$ cat src/rtl/mux_arb_reg.sv
// Registered N-channel multiplexer with valid/ready handshaking.
// Arbitration is fixed priority, round-robin or forced selection, chosen by mode.
module mux_arb_reg #(
  parameter int WIDTH = 16,
  parameter int NCH   = 4,
  parameter int SELW  = 2
) (
  input  logic                 clk,
  input  logic                 rst,
  input  logic [1:0]           mode,
  input  logic [SELW-1:0]      force_sel,
  input  logic [NCH*WIDTH-1:0] in_data,
  input  logic [NCH-1:0]       in_valid,
  output logic [NCH-1:0]       in_ready,
  output logic [WIDTH-1:0]     out_data,
  output logic [SELW-1:0]      out_sel,
  output logic                 out_valid,
  input  logic                 out_ready,
  output logic [15:0]          xfer_cnt
);

  logic [SELW-1:0] r_rr_ptr;
  logic            w_load_en;
  logic            w_gnt_vld;
  logic [SELW-1:0] w_gnt_idx;
  logic            w_xfer;

  assign w_load_en = !out_valid || out_ready;
  assign w_xfer    = w_load_en && w_gnt_vld && !rst;

  // Grant selection; loops scan backwards so the last hit is the highest-priority one.
  always_comb begin
    w_gnt_vld = 1'b0;
    w_gnt_idx = '0;
    case (mode)
      2'b01: begin
        for (int k = NCH; k >= 1; k--) begin
          if (in_valid[(int'(r_rr_ptr) + k) % NCH]) begin
            w_gnt_vld = 1'b1;
            w_gnt_idx = SELW'((int'(r_rr_ptr) + k) % NCH);
          end else begin
            w_gnt_vld = w_gnt_vld;
          end
        end
      end
      2'b10: begin
        if ((int'(force_sel) < NCH) && in_valid[force_sel]) begin
          w_gnt_vld = 1'b1;
          w_gnt_idx = force_sel;
        end else begin
          w_gnt_vld = 1'b0;
        end
      end
      default: begin
        for (int k = NCH - 1; k >= 0; k--) begin
          if (in_valid[k]) begin
            w_gnt_vld = 1'b1;
            w_gnt_idx = SELW'(k);
          end else begin
            w_gnt_vld = w_gnt_vld;
          end
        end
      end
    endcase
  end

  // One-hot accept toward the granted producer.
  always_comb begin
    in_ready = '0;
    if (w_xfer) begin
      in_ready = NCH'(1) << w_gnt_idx;
    end else begin
      in_ready = '0;
    end
  end

  // Output register, transfer counter and round-robin pointer.
  always_ff @(posedge clk) begin
    if (rst) begin
      out_data  <= '0;
      out_sel   <= '0;
      out_valid <= 1'b0;
      xfer_cnt  <= 16'h0000;
      r_rr_ptr  <= SELW'(NCH - 1);
    end else if (w_xfer) begin
      out_data  <= in_data[w_gnt_idx*WIDTH +: WIDTH];
      out_sel   <= w_gnt_idx;
      out_valid <= 1'b1;
      xfer_cnt  <= xfer_cnt + 16'h0001;
      r_rr_ptr  <= w_gnt_idx;
    end else if (out_valid && out_ready) begin
      out_valid <= 1'b0;
    end
  end

endmodule

$ cat config.mk
export PLATFORM = sky130hd
export DESIGN_NAME = mux_arb_reg
export DESIGN_NICKNAME = d
export VERILOG_FILES = /design/src/rtl/mux_arb_reg.sv
export SDC_FILE = /design/constraint.sdc
export NUM_CORES = 1
export LEC_CHECK = 0
export ABC_AREA = 1
export CORE_ASPECT_RATIO = 1.5
export CORE_MARGIN = 2
export CORE_UTILIZATION = 41
export DETAILED_ROUTE_END_ITERATION = 10
export PLACE_DENSITY = 0.77
export SYNTH_ARGS = -nofsm -noshare
export SYNTH_HDL_FRONTEND = slang
export SYNTH_SLANG_ARGS = --single-unit
$ cat constraint.sdc
create_clock -name clk -period 2.7 [get_ports clk]
set_input_delay 0.54 -clock clk [delete_from_list [all_inputs] [get_ports clk]]
set_output_delay 0.54 -clock clk [all_outputs]
set_load 0.005 [all_outputs]
Yosys cells after proc, flatten, opt, wreduce, memory -nomap -nowiden
Index checks and enable logic that the tools add are counted.
{"block": "word_totals", "reg_bits": 37, "input_bits": 75, "out_inout_bits": 39}
{"block": "classes", "addsub": 5, "magnitude_cmp": 5, "eq_ne": 2, "n_shift": 2, "mux": 37, "bitwise": 4, "reduce_logical": 11}
{"cell": "$shiftx A64 B7 Y16", "count": 1}
{"cell": "$mux W1", "count": 20}
{"cell": "$mux W2", "count": 9}
{"cell": "$add A16 B1 Y16 const B", "count": 1}
{"cell": "$lt A3 B4 Y1 const B", "count": 4}
{"cell": "$bmux W1 S2", "count": 5}
{"cell": "$reduce_or A2 Y1", "count": 4}
{"cell": "$add A2 B1 Y2 const B", "count": 2}
{"cell": "$add A2 B2 Y2 const B", "count": 2}
{"cell": "$and A1 B1 Y1 const A", "count": 4}
{"cell": "$mux W4", "count": 1}
{"cell": "$pmux W2 S2", "count": 1}
{"cell": "$shl A1 B2 Y4 const A", "count": 1}
{"cell": "$logic_and A1 B1 Y1", "count": 3}
{"cell": "$lt A2 B3 Y1 const B", "count": 1}
{"cell": "$eq A2 B1 Y1 const B", "count": 1}
{"cell": "$eq A2 B2 Y1 const B", "count": 1}
{"cell": "$logic_not A1 Y1", "count": 2}
{"cell": "$pmux W1 S2", "count": 1}
{"cell": "$reduce_bool A2 Y1", "count": 1}
{"cell": "$logic_or A1 B1 Y1", "count": 1}

Longest topological paths before layout
{"block": "depth", "word_depth": 14, "depth_mapped": 16}

Worst setup path after synthesis
No wires, ideal clock.
{"block": "synth_timing", "path_kind": "in2out", "start": "input mode[0]", "end": "output in_ready[0]", "t_arrival_ps": 1848, "slack_ps": 312, "stages": 10, "n_path_buf": 1, "cell_sequence": "inv_1 ha_1 inv_1 o211ai_1 a21oi_4 inv_2 buf_2 nor2_1 inv_1 nor2_1"}
{"block": "synth_between", "elab_chain_len": 5, "elab_cells_between_ends": 8}
{"element": "from (decl)", "line_no": "10", "source": "input logic [1:0] mode,"}
{"element": "$eq A2 B2 Y1 or $eq A2 B1 Y1 (tied branches)", "line_no": "35", "source": "case (mode)"}
{"element": "$pmux W1 S2", "line_no": "35"}
{"element": "$logic_and A1 B1 Y1 (2 in series)", "line_no": "29", "source": "assign w_xfer = w_load_en && w_gnt_vld && !rst;"}
{"element": "$mux W4 (*)", "line_no": "70", "source": "if (w_xfer) begin"}
{"element": "to (decl)", "line_no": "14", "source": "output logic [NCH-1:0] in_ready,"}
Every way passes the cells marked *; elsewhere a longest branch is shown, timed or not.

Worst setup path after layout
{"block": "layout_timing", "start": "input in_valid[1]", "end": "output in_ready[3]"}
{"block": "layout_between", "elab_chain_len": 11, "elab_cells_between_ends": 34}
{"element": "from (decl)", "line_no": "13", "source": "input logic [NCH-1:0] in_valid,"}
{"element": "$bmux W1 S2", "line_no": "38", "source": "if (in_valid[(int'(r_rr_ptr) + k) % NCH]) begin"}
{"element": "$mux W1 (not written as such) (2 in series)", "line_no": "38"}
{"element": "$mux W1 (4 in series)", "line_no": "38"}
{"element": "$pmux W1 S2", "line_no": "35"}
{"element": "$logic_and A1 B1 Y1 (2 in series)", "line_no": "29"}
{"element": "$mux W4 (*)", "line_no": "70"}
Every way passes the cells marked *; elsewhere a longest branch is shown, timed or not. The select of a mux whose other input is x is not followed.

==> flow_metrics.env <==
export IMPL_regArea_um2=742
export IMPL_p_switching_uw=594
export IMPL_dr_first_iter_drc_count=151
export IMPL_critPathRequiredTime_ps=2160
export IMPL_endpoint_kind="primary output"
export IMPL_viasPerCell=5.04
export IMPL_cts_root_buf="clkbuf_8"
export IMPL_initial_core_util_pct=42.0
export IMPL_final_area_mm2=0.00381
export IMPL_swShare_pct=33.7
export IMPL_yosysTopAreaCell="dfxtp_1"
export IMPL_ioPinCount=114
export IMPL_synth_top_area_share_pct=30.7
export IMPL_fin_crit_ps=2570
export IMPL_rows=34
export IMPL_dp_hpwl_mm=5.75
export IMPL_synth_most_common_cell="nand2_1"
export IMPL_path_class="primary input to primary output"
export IMPL_drive_gt1_share_pct=11.5
export IMPL_timing_final_ws_setup_ps=131
export IMPL_insertion_delay_ps=290
export IMPL_yosys_top_cells_area="dfxtp_1, nand2_1, nand3_1, inv_1, nor2_1"
export IMPL_first_global_vias=2842
export IMPL_cts_buffers=5
export IMPL_synthTopCellsByCount="nand2_1, nand3_1, dfxtp_1, inv_1, nor2_1"
export IMPL_multiInputGateArea_mm2=0.00146
export IMPL_cp_max_fo=3
export IMPL_drv_cap=0
export IMPL_cts_sinks=37
export IMPL_synth_warnings=0
export IMPL_insertedDiodeCount=0
export IMPL_hold_buffers=0
export IMPL_leakage_nw=1.70
export IMPL_finalSetupViolCount=0
export IMPL_ys_types=36
export IMPL_holdCritPathClass="flop to flop"
export IMPL_antenna_found_initial=0
export IMPL_grt_use_total_pct=23.5
export IMPL_drc=0
export IMPL_gr_total_overflow=0
export IMPL_netlist_area_mm2=0.00241
export IMPL_whs_ps=449
export IMPL_rsz0062_at_grt="false"
export IMPL_routed_wl_mm=7.29
export IMPL_sequentialPowerShare_pct=37.1
export IMPL_syn_inst=383
export IMPL_routedWlPerCell_um=12.4
export IMPL_syn_area_per_cell_um2=6.29
export IMPL_cp_data_arrival_time_ps=2030
export IMPL_vdd_drop_max_mv=0.302
export IMPL_power_share_clock_pct=21.0
export IMPL_syn_nets=461
export IMPL_clk_pin_slew_ps=70
export IMPL_yosysSeqAreaShare_pct=30.7
export IMPL_die_x_um=66.6
export IMPL_hold_viol=0
export IMPL_combPwrFrac_pct=42.0
export IMPL_finalMaxSlewViolations=0
export IMPL_grt_pass1_wl_mm=12.0
export IMPL_firstDrtPassIters=4
export IMPL_port_buffers=113
export IMPL_fp_dieH_um=97.9
export IMPL_finalSetupTns_ps=0
export IMPL_place_congestion=0.850
export IMPL_grt_max_degree=33
export IMPL_dieArea_mm2=0.00652
export IMPL_power_density_mw_per_mm2=461
export IMPL_p_int_mw=1.17
export IMPL_synth_top_flop_cell="dfxtp_1"
export IMPL_synth_seq_cells=37
export IMPL_via_count=2951
export IMPL_synth_edff_count=0
export IMPL_cts_max_path_buffers=2
export IMPL_max_freq_ghz=0.389
export IMPL_reg2reg_slack_ps=690
export IMPL_status="completed"
export IMPL_ant_nets=0
export IMPL_htree_levels=2
export IMPL_worst_pin_slew_ps=511
export IMPL_async_reset_ff_share_pct=0
export IMPL_area_delta_synth_final_pct=58.3
export IMPL_nNetsFinal=591
export IMPL_fillers=535
export IMPL_core_mm2=0.00574
export IMPL_skew_ps=10.2
export IMPL_cp_start_kind="primary input"
export IMPL_dp_slack_ps=-513
export IMPL_cts_tree="done"
export IMPL_relSlewSlack_pct=65.6
export IMPL_period_share_pct=95.2
export IMPL_placed_area_mm2=0.00371
-- registers in the layout, summed over array words and instances, names as in the netlist --
name and cells:
out_valid 1, r_rr_ptr 2, out_data 16, out_sel 2, xfer_cnt 16
-- placed cells by master, fill, tap and decap left out, types with 7 or more instances in the layout --
| master | count |
|---|---|
| nand2_1 | 127 |
| clkdlybuf4s50_1 | 102 |
| nand3_1 | 93 |
| dfxtp_1 | 36 |
| buf_4 | 27 |
| inv_1 | 22 |
| nor2_1 | 16 |
| a21oi_1 | 11 |
| dlygate4sd2_1 | 8 |
| o21ai_0 | 7 |
-- routing by layer --
metal | track usage [%] | up-vias | part of all wire, %
met5 | 0 | - | 0
met4 | 8.48 | 0 | 2.3
met3 | 5.07 | 11 | 5.9
met2 | 45.7 | 93 | 55
met1 | 23.1 | 1326 | 37
li1 | - | 1521 | -
-- critical path, stage by stage --
cell	delay, ps
dlygate4sd2_1	260
buf_4	140
nor2_1	120
nand2_1	90
o211ai_1	280
a21oi_4	60
buf_4	140
nand2_1	100
nor2_1	40
dlygate4sd2_1	250
-- metrics by stage --
| stage | util, % | power, mW | cells |
|---|---|---|---|
| final | 66.4 | 1.76 | 586 |
| after global routing | 66.4 | 1.88 | 586 |
| after CTS | 66.5 | 1.77 | 586 |
| after detailed placement | 64.5 | 1.40 | 576 |
| after global placement | 64.5 | 1.38 | 576 |
| after floorplan | - | 1.05 | 383 |
-- final cells by class --
| type | instances | area share, % |
|---|---|---|
| clock inverters | 1 | 0.197 |
| flip-flops and latches | 37 | 19.4 |
| clock buffers | 7 | 2.00 |
| well taps | 72 | 2.36 |
| inverters | 30 | 3.02 |
| repair buffers | 141 | 34.7 |
| multi-input cells | 298 | 38.2 |
-- power groups by stage --
| stage | combinational, mW | clock [mW] | sequential [mW] |
|---|---|---|---|
| 6_report | 0.739 | 0.369 | 0.652 |
| 3_5_place_dp | 0.733 | 0 | 0.663 |
| 2_1_floorplan | 0.388 | 0 | 0.665 |
| 5_1_grt | 0.816 | 0.403 | 0.660 |
| 4_1_cts | 0.741 | 0.382 | 0.651 |
| 3_3_place_gp | 0.722 | 0 | 0.660 |
-- cell families (layout without fill, tap and decap cells) --
family | count (synthesis) | count (layout) | share of synthesized area (%)
flops | 37 | 37 | 30.7
simple gates | 260 | 260 | 48.9
buf+inv | 48 | 179 | 9.92
xor+xnor | 2 | 2 | 0.727
fa+ha+maj | 3 | 3 | 1.56
compound gates | 33 | 33 | 8.15
-- worst paths after layout --
check | startpoint | depth (start not counted) | end
min | out_data[10] | 2 | out_data[10]
max | in_valid[1] | 10 | in_ready[3]
min reg2reg | out_data[10] | 2 | out_data[10]
max reg2reg | xfer_cnt[0] | 7 | xfer_cnt[12]
-- timing repair --
item,CTS,global route
setup endpoints to repair,4,4
pin swaps,4,2
gates resized for setup,18,6
setup buffers,2,0
No activity file was read; power rests on OpenSTA's default activity.
